<file path="src/rtl/ieee754_divider.sv">
// Multi-cycle IEEE-754 binary32 divider: radix-2 restoring mantissa division,
// one quotient bit per clock, with round-to-nearest-even or truncation.
module ieee754_divider #(
  parameter bit ROUND_NEAREST = 1'b1
) (
  input  logic        clk,
  input  logic        rst_n,
  input  logic [31:0] a_i,
  input  logic [31:0] b_i,
  input  logic        start_i,
  output logic        busy_o,
  output logic        done_o,
  output logic [31:0] quotient_o,
  output logic        nan_o,
  output logic        inifinit_o,
  output logic        overflow_o,
  output logic        underflow_o,
  output logic        divzero_o
);

  typedef enum logic [2:0] {
    S_IDLE    = 3'd0,
    S_DIV     = 3'd1,
    S_NORM    = 3'd2,
    S_SPECIAL = 3'd3,
    S_DONE    = 3'd4
  } state_t;

  state_t             state_r;
  logic               sign_r;
  logic signed [9:0]  exp_r;
  logic [23:0]        mb_r;
  logic [25:0]        rem_r;
  logic [26:0]        q_r;
  logic [4:0]         cnt_r;
  logic [31:0]        pend_res_r;
  logic               pend_nan_r;
  logic               pend_inf_r;
  logic               pend_dz_r;

  logic               a_zero_s, b_zero_s, a_inf_s, b_inf_s, a_nan_s, b_nan_s;
  logic               special_s, sign_s;
  logic signed [9:0]  exp_diff_s;
  logic [31:0]        spec_res_s;
  logic               spec_nan_s, spec_inf_s, spec_dz_s;

  logic               ge_s;
  logic [25:0]        diff_s;
  logic [25:0]        rem_next_s;
  logic [26:0]        q_next_s;

  logic [22:0]        frac_s;
  logic               guard_s, sticky_s, round_s;
  logic [23:0]        frac_sum_s;
  logic signed [9:0]  e_pre_s, e_fin_s;
  logic [31:0]        norm_res_s;
  logic               norm_ovf_s, norm_unf_s;

  // Operand classification and special-case result for the operands at the inputs.
  always_comb begin
    a_zero_s   = (a_i[30:23] == 8'd0);
    b_zero_s   = (b_i[30:23] == 8'd0);
    a_inf_s    = (a_i[30:23] == 8'hFF) && (a_i[22:0] == 23'd0);
    b_inf_s    = (b_i[30:23] == 8'hFF) && (b_i[22:0] == 23'd0);
    a_nan_s    = (a_i[30:23] == 8'hFF) && (a_i[22:0] != 23'd0);
    b_nan_s    = (b_i[30:23] == 8'hFF) && (b_i[22:0] != 23'd0);
    sign_s     = a_i[31] ^ b_i[31];
    special_s  = a_zero_s | b_zero_s | a_inf_s | b_inf_s | a_nan_s | b_nan_s;
    exp_diff_s = $signed({2'b00, a_i[30:23]}) - $signed({2'b00, b_i[30:23]}) + 10'sd127;
    spec_res_s = {sign_s, 31'd0};
    spec_nan_s = 1'b0;
    spec_inf_s = 1'b0;
    spec_dz_s  = 1'b0;
    if (a_nan_s || b_nan_s || (a_zero_s && b_zero_s) || (a_inf_s && b_inf_s)) begin
      spec_res_s = 32'h7FC0_0000;
      spec_nan_s = 1'b1;
    end else if (a_inf_s) begin
      spec_res_s = {sign_s, 8'hFF, 23'd0};
      spec_inf_s = 1'b1;
    end else if (b_zero_s) begin
      spec_res_s = {sign_s, 8'hFF, 23'd0};
      spec_inf_s = 1'b1;
      spec_dz_s  = 1'b1;
    end else begin
      spec_res_s = {sign_s, 31'd0};
    end
  end

  // One restoring-division step; the remainder stays below twice the divisor.
  always_comb begin
    ge_s   = (rem_r >= {2'b00, mb_r});
    diff_s = rem_r - {2'b00, mb_r};
    if (ge_s) begin
      rem_next_s = diff_s << 1;
    end else begin
      rem_next_s = rem_r << 1;
    end
    q_next_s = {q_r[25:0], ge_s};
  end

  // Normalise, round and range-check the finished quotient.
  always_comb begin
    if (q_r[26]) begin
      frac_s   = q_r[25:3];
      guard_s  = q_r[2];
      sticky_s = (|q_r[1:0]) | (|rem_r);
      e_pre_s  = exp_r;
    end else begin
      frac_s   = q_r[24:2];
      guard_s  = q_r[1];
      sticky_s = q_r[0] | (|rem_r);
      e_pre_s  = exp_r - 10'sd1;
    end
    if (ROUND_NEAREST) begin
      round_s = guard_s & (sticky_s | frac_s[0]);
    end else begin
      round_s = 1'b0;
    end
    // A fraction carry-out means 1.11..1 rounded up to 2.0, i.e. 1.0 with exponent +1.
    frac_sum_s = {1'b0, frac_s} + {23'd0, round_s};
    e_fin_s    = e_pre_s + $signed({9'd0, frac_sum_s[23]});
    norm_ovf_s = 1'b0;
    norm_unf_s = 1'b0;
    if (e_fin_s >= 10'sd255) begin
      norm_res_s = {sign_r, 8'hFF, 23'd0};
      norm_ovf_s = 1'b1;
    end else if (e_fin_s <= 10'sd0) begin
      norm_res_s = {sign_r, 31'd0};
      norm_unf_s = 1'b1;
    end else begin
      norm_res_s = {sign_r, e_fin_s[7:0], frac_sum_s[22:0]};
    end
  end

  // Control FSM with datapath registers and registered outputs.
  always_ff @(posedge clk or negedge rst_n) begin
    if (!rst_n) begin
      state_r     <= S_IDLE;
      sign_r      <= 1'b0;
      exp_r       <= 10'sd0;
      mb_r        <= 24'd0;
      rem_r       <= 26'd0;
      q_r         <= 27'd0;
      cnt_r       <= 5'd0;
      pend_res_r  <= 32'd0;
      pend_nan_r  <= 1'b0;
      pend_inf_r  <= 1'b0;
      pend_dz_r   <= 1'b0;
      busy_o      <= 1'b0;
      done_o      <= 1'b0;
      quotient_o  <= 32'd0;
      nan_o       <= 1'b0;
      inifinit_o  <= 1'b0;
      overflow_o  <= 1'b0;
      underflow_o <= 1'b0;
      divzero_o   <= 1'b0;
    end else begin
      done_o <= 1'b0;
      case (state_r)
        S_IDLE: begin
          if (start_i) begin
            sign_r     <= sign_s;
            exp_r      <= exp_diff_s;
            mb_r       <= {1'b1, b_i[22:0]};
            rem_r      <= {2'b01, a_i[22:0]};
            q_r        <= 27'd0;
            cnt_r      <= 5'd0;
            pend_res_r <= spec_res_s;
            pend_nan_r <= spec_nan_s;
            pend_inf_r <= spec_inf_s;
            pend_dz_r  <= spec_dz_s;
            busy_o     <= 1'b1;
            state_r    <= special_s ? S_SPECIAL : S_DIV;
          end else begin
            busy_o <= 1'b0;
          end
        end
        S_DIV: begin
          rem_r <= rem_next_s;
          q_r   <= q_next_s;
          cnt_r <= cnt_r + 5'd1;
          if (cnt_r == 5'd26) begin
            state_r <= S_NORM;
          end else begin
            state_r <= S_DIV;
          end
        end
        S_NORM: begin
          quotient_o  <= norm_res_s;
          nan_o       <= 1'b0;
          inifinit_o  <= norm_ovf_s;
          overflow_o  <= norm_ovf_s;
          underflow_o <= norm_unf_s;
          divzero_o   <= 1'b0;
          state_r     <= S_DONE;
        end
        S_SPECIAL: begin
          quotient_o  <= pend_res_r;
          nan_o       <= pend_nan_r;
          inifinit_o  <= pend_inf_r;
          overflow_o  <= 1'b0;
          underflow_o <= 1'b0;
          divzero_o   <= pend_dz_r;
          state_r     <= S_DONE;
        end
        S_DONE: begin
          done_o  <= 1'b1;
          busy_o  <= 1'b0;
          state_r <= S_IDLE;
        end
        default: begin
          busy_o  <= 1'b0;
          state_r <= S_IDLE;
        end
      endcase
    end
  end

endmodule

</file>
<file path="config.mk">
export PLATFORM = sky130hd
export DESIGN_NAME = ieee754_divider
export DESIGN_NICKNAME = d
export VERILOG_FILES = /design/src/rtl/ieee754_divider.sv
export SDC_FILE = /design/constraint.sdc
export NUM_CORES = 1
export LEC_CHECK = 0
export ABC_AREA = 1
export CORE_MARGIN = 2
export CORE_UTILIZATION = 23
export CTS_CLUSTER_DIAMETER = 200
export CTS_CLUSTER_SIZE = 8
export DETAILED_ROUTE_END_ITERATION = 16
export PLACE_DENSITY = 0.5
export SYNTH_ARGS = -nofsm -noshare
export SYNTH_HDL_FRONTEND = slang
export SYNTH_SLANG_ARGS = --single-unit
</file>
<file path="constraint.sdc">
create_clock -name clk -period 5 [get_ports clk]
set_input_delay 1 -clock clk [delete_from_list [all_inputs] [get_ports clk]]
set_output_delay 1 -clock clk [all_outputs]
set_load 0.01 [all_outputs]
</file>
### After elaboration in Yosys (flattened, before gate mapping)

Index checks and enable logic that the tools add are counted.

| operators by class | value |
|---|---|
| reduce and logical (&&, ||, !) cells | 24 |
| add/subtract/negate cells | 7 |
| $lt $le $gt $ge | 3 |
| bitwise operators | 10 |
| equal/unequal tests | 8 |
| mux-type cells | 38 |

Operators by type and width:

| operator | count |
|---|---|
| 31-bit two-way mux | 4 |
| 32-bit one-hot mux with 2 select lines | 1 |
| 27-bit one-hot mux with 2 select lines | 1 |
| 26-bit two-way mux | 2 |
| 26-bit one-hot mux with 2 select lines | 1 |
| 23-bit zero test | 2 |
| 23-bit nonzero test | 2 |
| 32-bit two-way mux | 1 |
| 27-bit two-way mux | 1 |
| 26-bit by 24-bit greater-or-equal comparator with 1-bit output | 1 |
| 26-bit OR reduction | 1 |
| 25-bit by 24-bit subtractor with 25-bit output | 1 |
| 23-bit by 1-bit adder with 24-bit output | 1 |
| 23-bit two-way mux | 1 |
| 8-bit == test (second input constant) | 2 |
| 8-bit zero test | 2 |
| 1-bit two-way mux | 13 |
| 1-bit one-hot mux with 2 select lines | 6 |
| 10-bit by 2-bit adder with 10-bit output | 1 |
| 9-bit by 8-bit adder with 10-bit output (second input constant) | 1 |
| 10-bit by 9-bit greater-or-equal comparator with 1-bit output (second input constant) | 1 |
| 10-bit by 1-bit less-or-equal comparator with 1-bit output (second input constant) | 1 |
| 10-bit two-way mux | 1 |
| 5-bit one-hot mux with 2 select lines | 1 |
| 22 further kinds | 41 |

| word-level totals | value |
|---|---|
| logic and storage cells | 109 |
| bits in registers | 170 |

### Depth between registers and ports, before layout

Gate-level depths: netlist of the first run.

| logic depth | value |
|---|---|
| depth after elaboration | 11 |
| depth in mapped cells | 30 |
| depth with buffers taken out | 28 |

### Least setup slack after synthesis of the first run

Ideal clock, no wire load.

| path | value |
|---|---|
| kind | register to register |
| from | register q_r[26] |
| to | register quotient_o[8] |
| period minus slack after synthesis | 3.399 ns |
| arrival | 3.283 ns |
| buffers on the path | 3 |
| required time | 4.883 ns |
| setup time | 0.117 ns |
| stages on the path, launching flop included | 30 |
| slack | 1.601 ns |
| cells stage by stage | dfrtp_1 buf_6 buf_8 o21ai_1 nand2_1 nor2_2 nand2_2 nor2_4 inv_2 nor3_2 nand4_1 nor3_1 nand3_1 nor2_1 ha_1 ha_1 inv_1 nand3_1 nand2_1 nor2_1 nand2_1 nor2_1 nand2_1 nor2_1 nand2_2 a21oi_4 inv_4 buf_6 nand3_2 nand2_1 |

| on the way | value |
|---|---|
| word-level cells in the longest chain between the ends | 9 |
| elaborated cells on any way between the ends | 13 |
| classes of those cells | 2 x add/sub; 2 x order compare; 7 x mux; 2 x bitwise |

RTL lines:

| what | line | RTL |
|---|---|---|
| from (decl) | 34 | `logic [26:0] q_r;` |
| from (signal assigned) | 180 | `q_r <= q_next_s;` |
| 1-bit two-way mux or 23-bit two-way mux (tied branches) | 103 | `if (q_r[26]) begin` |
| 1-bit bitwise OR | 115 | `round_s = guard_s & (sticky_s \| frac_s[0]);` |
| 1-bit bitwise AND | 115 |  |
| 23-bit by 1-bit adder with 24-bit output | 120 | `frac_sum_s = {1'b0, frac_s} + {23'd0, round_s};` |
| 10-bit by 2-bit adder with 10-bit output | 121 | `e_fin_s = e_pre_s + $signed({9'd0, frac_sum_s[23]});` |
| 10-bit by 1-bit less-or-equal comparator with 1-bit output | 127 | `end else if (e_fin_s <= 10'sd0) begin` |
| 31-bit two-way mux | 127 |  |
| 31-bit two-way mux * | 124 | `if (e_fin_s >= 10'sd255) begin` |
| 32-bit one-hot mux with 2 select lines * | 159 | `case (state_r)` |
| to (signal assigned) | 189 | `quotient_o <= norm_res_s;` |
| to (signal assigned) | 198 | `quotient_o <= pend_res_r;` |
| to (decl) | 13 | `output logic [31:0] quotient_o,` |

Every way passes the cells marked *; elsewhere a longest branch is shown, timed or not.
A chain may end at the register's enable or synchronous reset.

### Worst setup path in the final report of the first run

| path | value |
|---|---|
| from | register q_r[26] |
| to | register quotient_o[4] |

The elaborated chain is that of the path after synthesis.

==> flow_metrics.env, run 1 <==
export IMPL_outcome="completed"
export IMPL_max_cap_violations=0
export IMPL_fin_skew_ns=0.0107
export IMPL_postCtsResizedCells=0
export IMPL_routed_wl_um=30500
export IMPL_crit_start="q_r[26]$_DFFE_PN0P_"
export IMPL_die_area_um2=45500
export IMPL_finalCriticalPeriod_ns=4.43
export IMPL_cts_max_level=4
export IMPL_synth_avg_cell_area_um2=6.92
export IMPL_stdcell_count=2148
export IMPL_synth_compound_area_share_pct=13.0
export IMPL_period_share_pct=88.5
export IMPL_drc=0
export IMPL_netlist_instances=1454
export IMPL_synthArstFlopShare_pct=100
export IMPL_io_pins=106
export IMPL_hold_ws_ns=0.468
export IMPL_netlist_cell_type_count=50
export IMPL_use_met1_pct=19.6
export IMPL_hold_start="mb_r[23]$_DFFE_PN0P_"
export IMPL_max_slew_worst_pin_slew_ns=1.14
export IMPL_place_ws_ns=0.592
export IMPL_p_per_area_nw_per_um2=655
export IMPL_cts_tree="done"
export IMPL_yosys_area_share_simple_pct=33.4
export IMPL_synthXorXnorAreaFrac_pct=3.04
export IMPL_finalPower_w=0.00810
export IMPL_endpoint_kind="register"
export IMPL_dr_pass1_iters=5
export IMPL_grt_pass1_vias=9440
export IMPL_hold_buffers=0
export IMPL_syn_nets=1562
export IMPL_numPortBuffers=105
export IMPL_fp_row_count=76
export IMPL_cts_setup_buffers=0
export IMPL_clkTransAtPathRegs_ns=0.06
export IMPL_dp_hpwl_um=23600
export IMPL_cts_buffer_depth=2
export IMPL_use_met3_pct=2.74
export IMPL_fp_dieW_um=213
export IMPL_grt_util_met2_pct=21.6
export IMPL_initial_core_util_pct=23.3
export IMPL_finalHoldViolations=0
export IMPL_hold_path_class="register to register"
export IMPL_gp_congestion=0.930
export IMPL_drtIter0Drc=769
export IMPL_fill_cells=4823
export IMPL_place_inst=2115
export IMPL_cp_arrival_ns=4.75
export IMPL_yosysSeqAreaShare_pct=34.8
export IMPL_cts_sinks=140
export IMPL_synth_adder_area_share_pct=5.24
export IMPL_relSlewSlack_pct=23.8
export IMPL_ys_warn_count=0
export IMPL_setup_tns_ns=0
export IMPL_muxShareOfSynthArea_pct=0
export IMPL_grt_first_pass_wirelength_um=50200
export IMPL_cts_made_buffers=17
export IMPL_fp_dieH_um=213
export IMPL_clk_latency_ns=0.43
export IMPL_fin_ws_ns=0.575
export IMPL_cp_start_kind="register"
export IMPL_grt_max_degree=73
export IMPL_reg2reg_from="q_r[26]$_DFFE_PN0P_"
export IMPL_fin_nets=1657
export IMPL_ant_nets=0
export IMPL_cp_data_required_time_ns=5.32
export IMPL_areaGrowthSynthToFinish_pct=22.8
export IMPL_rsz0062_at_grt="false"
export IMPL_ir_drop_v=0.000231
export IMPL_synthFlopType="dfrtp_1"
export IMPL_synth_area_um2=10100
export IMPL_fmax_ghz=0.226
export IMPL_synth_seq_cells=140
export IMPL_top_usage_layer="met2"
export IMPL_core_um2=43200
export IMPL_slew_violations=0
export IMPL_overflow=0
export IMPL_setup_violations_final=0
export IMPL_synth_top_family_by_area="simple AND/OR/NAND/NOR gates"
export IMPL_root_buffer="clkbuf_16"
export IMPL_synth_edff_count=0
export IMPL_p_leak_nw=5.66
export IMPL_wl_per_cell_um=14.2
export IMPL_antenna_found_initial=1
export IMPL_worst_setup_path_type="register to register"
export IMPL_gr_usage_all_layers_pct=13.9
export IMPL_vias=9684
export IMPL_routed_via_density=4.51
export IMPL_cp_max_fo=31
export IMPL_drive_gt1_share_pct=7.62
critical path, stage by stage (launching register included):
cell	delay [ns]
dfrtp_1	1.02
nand2_1	0.10
o21ai_1	0.24
nand2_2	0.12
nor2_2	0.14
nand2_2	0.08
nor2_4	0.16
inv_2	0.06
nor3_2	0.10
nand4_1	0.10
nor3_1	0.16
nand3_1	0.11
nor2_1	0.13
ha_1	0.19
ha_1	0.21
nand2_2	0.09
nor2_4	0.09
nand3_2	0.09
nor2_2	0.15
nand3_1	0.11
nand2_2	0.14
nand3_2	0.23
nand2_2	0.15
inv_2	0.16
nand3_1	0.13
nand2_1	0.05
cells in the mapped netlist (9+ instances only):
cell type  instances  share of area [%]
nor2_1           139                5.2
nand4_1           51                3.2
nand2_2           12               0.75
inv_1            205                7.6
a31oi_1            9               0.56
xnor2_1           11               0.96
nand3_2           15                1.5
xor2_1            24                2.1
o21ai_0           95                4.7
nor4_1            18                1.1
ha_1              39                4.8
nand2_1          353                 13
inv_2             13               0.48
dfrtp_1          140                 35
nor2_2            11               0.68
o21ai_1           19               0.94
clkbuf_1          27                1.0
nor3_1            26                1.3
nand3_1           91                4.5
o22ai_1           31                1.9
a21oi_1           50                2.5
report_power, final:
part / switching, W / internal (W)
logic: 0.00310 / 0.00169
clock network: 0.000545 / 0.000814
registers: 0.000379 / 0.00158
total: 0.00402 / 0.00408
layer usage:
metal  up-vias  wire length, um
met5         -                0
met1      4465            15100
met4         0              585
met3        35             1430
li1       4967                -
met2       217            13400
final cells by class:
class / count / area (um2) / share of cell area, %
diodes: 1 / 2.50 / 0.0202
clock buffers: 19 / 453 / 3.66
inverters: 220 / 828 / 6.70
repair buffers: 120 / 1160 / 9.42
well taps: 585 / 732 / 5.92
multi-input cells: 1050 / 5520 / 44.6
clock inverters: 13 / 164 / 1.33
flip-flops and latches: 140 / 3500 / 28.3
metrics by stage:
| step | cell area (um2) | util [%] |
|---|---|---|
| after global placement | 11700 | 27.2 |
| after global routing | 12400 | 28.6 |
| after CTS | 12400 | 28.6 |
| final | 12400 | 28.6 |
| after detailed placement | 11700 | 27.2 |
| after floorplan | 10100 | - |
layout by cell type (no fill, tap or decap), types with 7 or more instances in the layout:
cell type        count
inv_1              205
inv_2               13
buf_4               15
nor2_1             139
xor2_1              24
o21ai_1             19
nand3_2             15
nor4_1              18
clkbuf_16           17
o21bai_1             7
nand4_1             51
clkdlybuf4s50_1    104
nand2_2             13
nand3_1             91
a21oi_1             50
a31oi_1              9
o21ai_0             95
dfrtp_1            140
o22ai_1             31
nor2_2              11
nand2_1            352
nor3_1              26
xnor2_1             11
ha_1                39
worst paths after layout:
check	to	slack (ns)	depth (start not counted)
min	mb_r[23]$_DFFE_PN0P_	0.47	2
max in group asynchronous	q_r[6]$_DFFE_PN0P_	3.41	2
min in group asynchronous	quotient_o[21]$_DFFE_PN0P_	0.60	1
max reg2reg	quotient_o[4]$_DFFE_PN0P_	0.57	25
max	quotient_o[4]$_DFFE_PN0P_	0.57	25
min reg2reg	mb_r[23]$_DFFE_PN0P_	0.47	2
logic make-up (layout without fill, tap and decap cells):
family / Yosys count / in the layout
adders and majority gates: 41 / 41
DFF: 140 / 140
and+or+nand+nor: 740 / 740
AOI/OAI and AO/OA: 234 / 234
xor gates and xnor gates: 35 / 35
other: 0 / 1
buffers and inverters: 264 / 372
registers in the layout, indices dropped and copies added, names as in the netlist, 3 cells and up:
| name | cells |
|---|---|
| cnt_r | 5 |
| pend_res_r | 3 |
| rem_r | 26 |
| q_r | 27 |
| state_r | 3 |
| exp_r | 10 |
| mb_r | 24 |
| quotient_o | 32 |
(Power assumes the default switching activity.)
==> run 2, diff against run 1 <==
- CAP_MARGIN: unset -> 20
- SETUP_SLACK_MARGIN: unset -> 0.4
==> flow_metrics.env, run 2 (synthesis results as in run 1) <==
export IMPL_setup_violations_final=0
export IMPL_cts_made_buffers=17
export IMPL_crit_buf_inv=4
export IMPL_cts_setup_buffers=0
export IMPL_final_area_um2=12500
export IMPL_postPlaceCellArea_um2=11800
export IMPL_path_delay_family="simple AND/OR/NAND/NOR gates"
export IMPL_numPortBuffers=105
export IMPL_critPathMaxStageDelay_ns=0.63
export IMPL_fmax_ghz=0.248
export IMPL_io_pins=106
export IMPL_largest_register_ffs=32
export IMPL_largest_register="quotient_o"
export IMPL_p_per_area_nw_per_um2=660
export IMPL_rr_endpoint="quotient_o[17]$_DFFE_PN0P_"
export IMPL_layout_common_cells="nand2_1 (352), inv_1 (205), nor2_1 (139), dfrtp_1 (139), clkdlybuf4s50_1 (104)"
export IMPL_finalCriticalPeriod_ns=4.03
export IMPL_hold_ws_ns=0.458
export IMPL_multi_input_area_um2=5520
export IMPL_hold_start="mb_r[23]$_DFFE_PN0P_"
export IMPL_final_common_cell="nand2_1"
export IMPL_endpoint_kind="register"
export IMPL_cts_tree="done"
export IMPL_cts_buffer_depth=2
export IMPL_ir_drop_v=0.000268
export IMPL_fp_dieW_um=213
export IMPL_gr_usage_all_layers_pct=13.9
export IMPL_max_slew_worst_pin_slew_ns=1.07
export IMPL_dp_hpwl_um=23700
export IMPL_wl_per_cell_um=14.2
export IMPL_fp_row_count=76
export IMPL_die_area_um2=45500
export IMPL_worst_setup_path_type="register to register"
export IMPL_drive_gt1_share_pct=7.74
export IMPL_finalPower_w=0.00822
export IMPL_grt_max_degree=73
export IMPL_seqCellArea_um2=3510
export IMPL_relSlewSlack_pct=27.7
export IMPL_reg2reg_from="q_r[26]$_DFFE_PN0P_"
export IMPL_overflow=0
export IMPL_clkTransAtPathRegs_ns=0.07
export IMPL_outcome="completed"
export IMPL_drtIter0Drc=817
export IMPL_cp_arrival_ns=4.41
export IMPL_period_share_pct=80.7
export IMPL_cp_max_fo=31
export IMPL_setup_tns_ns=0
export IMPL_fin_skew_ns=0.0121
export IMPL_cp_data_required_time_ns=5.37
export IMPL_areaGrowthSynthToFinish_pct=23.7
export IMPL_fin_nets=1659
export IMPL_p_leak_nw=5.71
export IMPL_place_inst=2116
export IMPL_hold_path_class="register to register"
export IMPL_initial_core_util_pct=23.3
export IMPL_rsz0062_at_grt="false"
export IMPL_core_um2=43200
export IMPL_grt_first_pass_wirelength_um=49900
export IMPL_routed_wl_um=30600
export IMPL_dr_pass1_iters=5
export IMPL_vias=9786
export IMPL_max_cap_violations=0
export IMPL_cts_max_level=4
export IMPL_ant_nets=0
export IMPL_drc=0
export IMPL_diodes=0
export IMPL_slowest_stage="dfrtp_4"
export IMPL_fill_cells=4801
export IMPL_cp_start_kind="register"
export IMPL_stdcell_count=2149
export IMPL_slew_violations=0
export IMPL_gp_congestion=0.930
export IMPL_ff2ff_path_depth=26
export IMPL_clk_latency_ns=0.43
export IMPL_reg_top3="quotient_o (32), q_r (27), rem_r (26)"
export IMPL_r2r_setup_slack_ns=0.97
export IMPL_antenna_found_initial=0
export IMPL_finalHoldViolations=0
export IMPL_root_buffer="clkbuf_16"
export IMPL_fp_dieH_um=213
export IMPL_min_to="mb_r[23]$_DFFE_PN0P_"
export IMPL_cts_sinks=140
export IMPL_grt_pass1_vias=9323
export IMPL_routed_via_density=4.55
export IMPL_hold_path_depth=2
[run 2: tightest hold or removal path, delay by kind of cell, from the launching register on]
family / cells / cell delay, ns
buffers and inverters: 1 / 0.05
AND/OR/NAND/NOR: 1 / 0.06
flip-flops: 1 / 0.32
[run 2: worst max path at each step]
stage | start | to | slack [ns] | cells after the start
2_1_floorplan | q_r[26]$_DFFE_PN0P_ | quotient_o[8]$_DFFE_PN0P_ | 1.60 | 29
3_3_place_gp | q_r[26]$_DFFE_PN0P_ | underflow_o$_DFFE_PN0P_ | 0.67 | 25
3_5_place_dp | q_r[26]$_DFFE_PN0P_ | underflow_o$_DFFE_PN0P_ | 0.59 | 26
4_1_cts | q_r[26]$_DFFE_PN0P_ | quotient_o[17]$_DFFE_PN0P_ | 0.55 | 27
5_1_grt | q_r[26]$_DFFE_PN0P_ | quotient_o[17]$_DFFE_PN0P_ | 0.49 | 26
6_report | q_r[26]$_DFFE_PN0P_ | quotient_o[17]$_DFFE_PN0P_ | 0.97 | 26
[run 2: through the flow]
step                      util [%]  setup WS, ns
after floorplan                  -          1.60
after global placement        27.2         0.672
after detailed placement      27.3         0.587
after CTS                     28.8         0.555
after global routing          28.8         0.493
final                         28.8         0.966
[run 2: cell type report]
type	instances	area share [%]
clock buffers	19	3.56
clock inverters	13	1.73
inverters	220	6.65
multi-input cells	1050	44.3
flip-flops and latches	140	28.2
well taps	585	5.88
repair buffers	122	9.70
[run 2: per-layer routing]
layer  GRT usage, %  wire length (um)
met1           19.8             15300
met2           21.6             13300
met3           2.31              1480
met4           3.40               475
met5              0                 0
[run 2: power breakdown]
part	total (W)	switching [W]	internal (W)
clock network	0.00145	0.000549	0.000904
logic	0.00481	0.00310	0.00171
registers	0.00196	0.000379	0.00158
[run 2: what timing repair did]
item | in CTS | in global routing
setup endpoints to repair | 0 | 33
hold buffers | 0 | 0
resized for setup | 0 | 2
hold endpoints to repair | 0 | 0
==> run 3, diff against run 2 <==
- PLACE_DENSITY: 0.5 -> 0.52
- clock period: 5 -> 3.45 ns (I/O delays scaled with it)
==> flow_metrics.env, run 3 (synthesis results as in run 1) <==
export IMPL_cts_sinks=140
export IMPL_hold_path_class="primary input to asynchronous set/reset pin"
export IMPL_drc=0
export IMPL_cts_tree="done"
export IMPL_cp_max_fo=6
export IMPL_layout_common_cells="nand2_1 (340), inv_1 (203), dfrtp_1 (139), nor2_1 (134), buf_4 (112)"
export IMPL_outcome="finished, violations left"
export IMPL_ir_drop_v=0.000380
export IMPL_fp_dieW_um=213
export IMPL_drtIter0Drc=803
export IMPL_initial_core_util_pct=23.3
export IMPL_ant_nets=0
export IMPL_overflow=0
export IMPL_grt_max_degree=70
export IMPL_clkTransAtPathRegs_ns=0.07
export IMPL_max_slew_worst_pin_slew_ns=0.714
export IMPL_dp_hpwl_um=24400
export IMPL_ff2ff_path_depth=24
export IMPL_rsz0062_at_grt="true"
export IMPL_cts_made_buffers=17
export IMPL_power_switching_w=0.00620
export IMPL_max_cap_violations=0
export IMPL_cp_start_kind="register"
export IMPL_cts_max_level=4
export IMPL_cp_data_required_time_ns=3.84
export IMPL_largest_register_ffs=32
export IMPL_worst_setup_path_type="register to register"
export IMPL_diodes=0
export IMPL_fin_nets=1767
export IMPL_power_frac_comb_pct=62.0
export IMPL_fp_row_count=76
export IMPL_core_um2=43200
export IMPL_drive_gt1_share_pct=16.1
export IMPL_fin_skew_ns=0.0122
export IMPL_rr_endpoint="quotient_o[19]$_DFFE_PN0P_"
export IMPL_largest_register="quotient_o"
export IMPL_routed_wl_um=32200
export IMPL_setup_violations_final=26
export IMPL_areaGrowthSynthToFinish_pct=34.8
export IMPL_fill_cells=4694
export IMPL_seqPwrFrac_pct=22.0
export IMPL_period_share_pct=104
export IMPL_gr_usage_all_layers_pct=14.4
export IMPL_final_common_cell="nand2_1"
export IMPL_p_per_area_nw_per_um2=946
export IMPL_relSlewSlack_pct=52.4
export IMPL_reg2reg_from="q_r[26]$_DFFE_PN0P_"
export IMPL_cts_buffer_depth=2
export IMPL_io_pins=106
export IMPL_wl_per_cell_um=14.3
export IMPL_fp_dieH_um=213
export IMPL_endpoint_kind="register"
export IMPL_slew_violations=0
export IMPL_numPortBuffers=105
export IMPL_reg_top3="quotient_o (32), q_r (27), rem_r (26)"
export IMPL_antenna_found_initial=0
export IMPL_fin_ws_ns=-0.146
export IMPL_finalCriticalPeriod_ns=3.60
export IMPL_dr_pass1_iters=5
export IMPL_place_ws_ns=-0.116
export IMPL_root_buffer="clkbuf_16"
export IMPL_grt_pass1_vias=9865
export IMPL_violations="setup timing"
export IMPL_gp_congestion=0.937
export IMPL_clkPwrFrac_pct=16.0
export IMPL_cp_arrival_ns=3.98
export IMPL_vias=10300
export IMPL_routed_via_density=4.55
export IMPL_p_leak_nw=6.29
export IMPL_internal_power_w=0.00664
export IMPL_finalHoldViolations=0
export IMPL_fmax_ghz=0.278
export IMPL_p_sw_share_pct=48.3
export IMPL_clk_latency_ns=0.45
export IMPL_grt_first_pass_wirelength_um=51700
export IMPL_r2r_setup_slack_ns=-0.15
export IMPL_die_area_um2=45500
export IMPL_setup_tns_ns=-0.996
[run 3: cell types whose count changed in the layout (fill, tap and decap cells not counted), moves of 6 or more]
cell,before,now
buf_4,15,112
buf_6,1,7
inv_6,1,8
nand2_1,352,340
nand2_2,13,21
nand3_1,91,80
nand3_2,15,21
[run 3: timing repair]
action / in CTS / in global routing
hold buffers: 0 / 0
setup endpoints to repair: 34 / 46
pin swaps: 2 / 9
cloned: 0 / 2
buffers inserted: 39 / 8
gates resized for setup: 16 / 49
hold endpoints to repair: 0 / 0
[run 3: how the worst max path moves through the flow]
stage	startpoint	end	slack, ns	cells after the start
4_1_cts	q_r[26]$_DFFE_PN0P_	quotient_o[3]$_DFFE_PN0P_	-0.003	27
3_5_place_dp	q_r[26]$_DFFE_PN0P_	quotient_o[1]$_DFFE_PN0P_	-0.12	27
3_3_place_gp	q_r[26]$_DFFE_PN0P_	quotient_o[6]$_DFFE_PN0P_	-0.03	27
5_1_grt	q_r[26]$_DFFE_PN0P_	quotient_o[6]$_DFFE_PN0P_	-0.34	26
6_report	q_r[26]$_DFFE_PN0P_	quotient_o[19]$_DFFE_PN0P_	-0.15	24
2_1_floorplan	q_r[26]$_DFFE_PN0P_	quotient_o[8]$_DFFE_PN0P_	0.08	28
[run 3: per-layer routing]
metal  track usage (%)  vias up  share of wire, %
li1                  -     5177                 -
met1              19.3     4812                47
met2              23.8      233                46
met3              2.34       43               4.3
met4              4.43        0               1.9
met5                 0        -                 0
[run 3: through the flow]
stage / util [%] / std cells / area, um2 / hold WS, ns / total power, W
2_1_floorplan: - / 1454 / 10100 / 0.394 / 0.00789
3_3_place_gp: 28.4 / 2176 / 12300 / 0.447 / 0.0102
3_5_place_dp: 28.4 / 2176 / 12300 / 0.452 / 0.0103
4_1_cts: 30.7 / 2247 / 13300 / 0.277 / 0.0125
5_1_grt: 31.4 / 2257 / 13600 / 0.298 / 0.0140
6_report: 31.4 / 2257 / 13600 / 0.230 / 0.0128
[run 3: power groups by stage]
stage          Clock, W  Sequential, W  Combinational [W]
6_report        0.00206        0.00282            0.00796
5_1_grt         0.00217        0.00291            0.00897
4_1_cts         0.00210        0.00281            0.00762
3_5_place_dp          0        0.00284            0.00743
3_3_place_gp          0        0.00283            0.00741
2_1_floorplan         0        0.00271            0.00517
[run 3: area by class of cell]
cell class | count | area (um2) | share of cell area [%]
well taps | 585 | 732 | 5.39
clock inverters | 15 | 210 | 1.55
flip-flops and latches | 140 | 3500 | 25.8
clock buffers | 17 | 425 | 3.13
multi-input cells | 1050 | 5760 | 42.4
inverters | 220 | 838 | 6.18
repair buffers | 230 | 2110 | 15.5
[run 3: critical path, stage by stage, from the launching register on]
cell	delay (ns)
dfrtp_2	0.47
buf_6	0.16
o21ai_4	0.16
nand2_2	0.10
buf_4	0.14
buf_4	0.12
buf_4	0.13
buf_4	0.12
buf_4	0.12
buf_4	0.12
buf_4	0.12
buf_4	0.13
buf_4	0.12
buf_4	0.12
buf_4	0.12
buf_4	0.12
buf_4	0.12
buf_4	0.12
buf_4	0.13
nor3_1	0.19
nand3_1	0.13
xor2_1	0.18
nor2_1	0.15
nand3_2	0.08
nand2_1	0.06
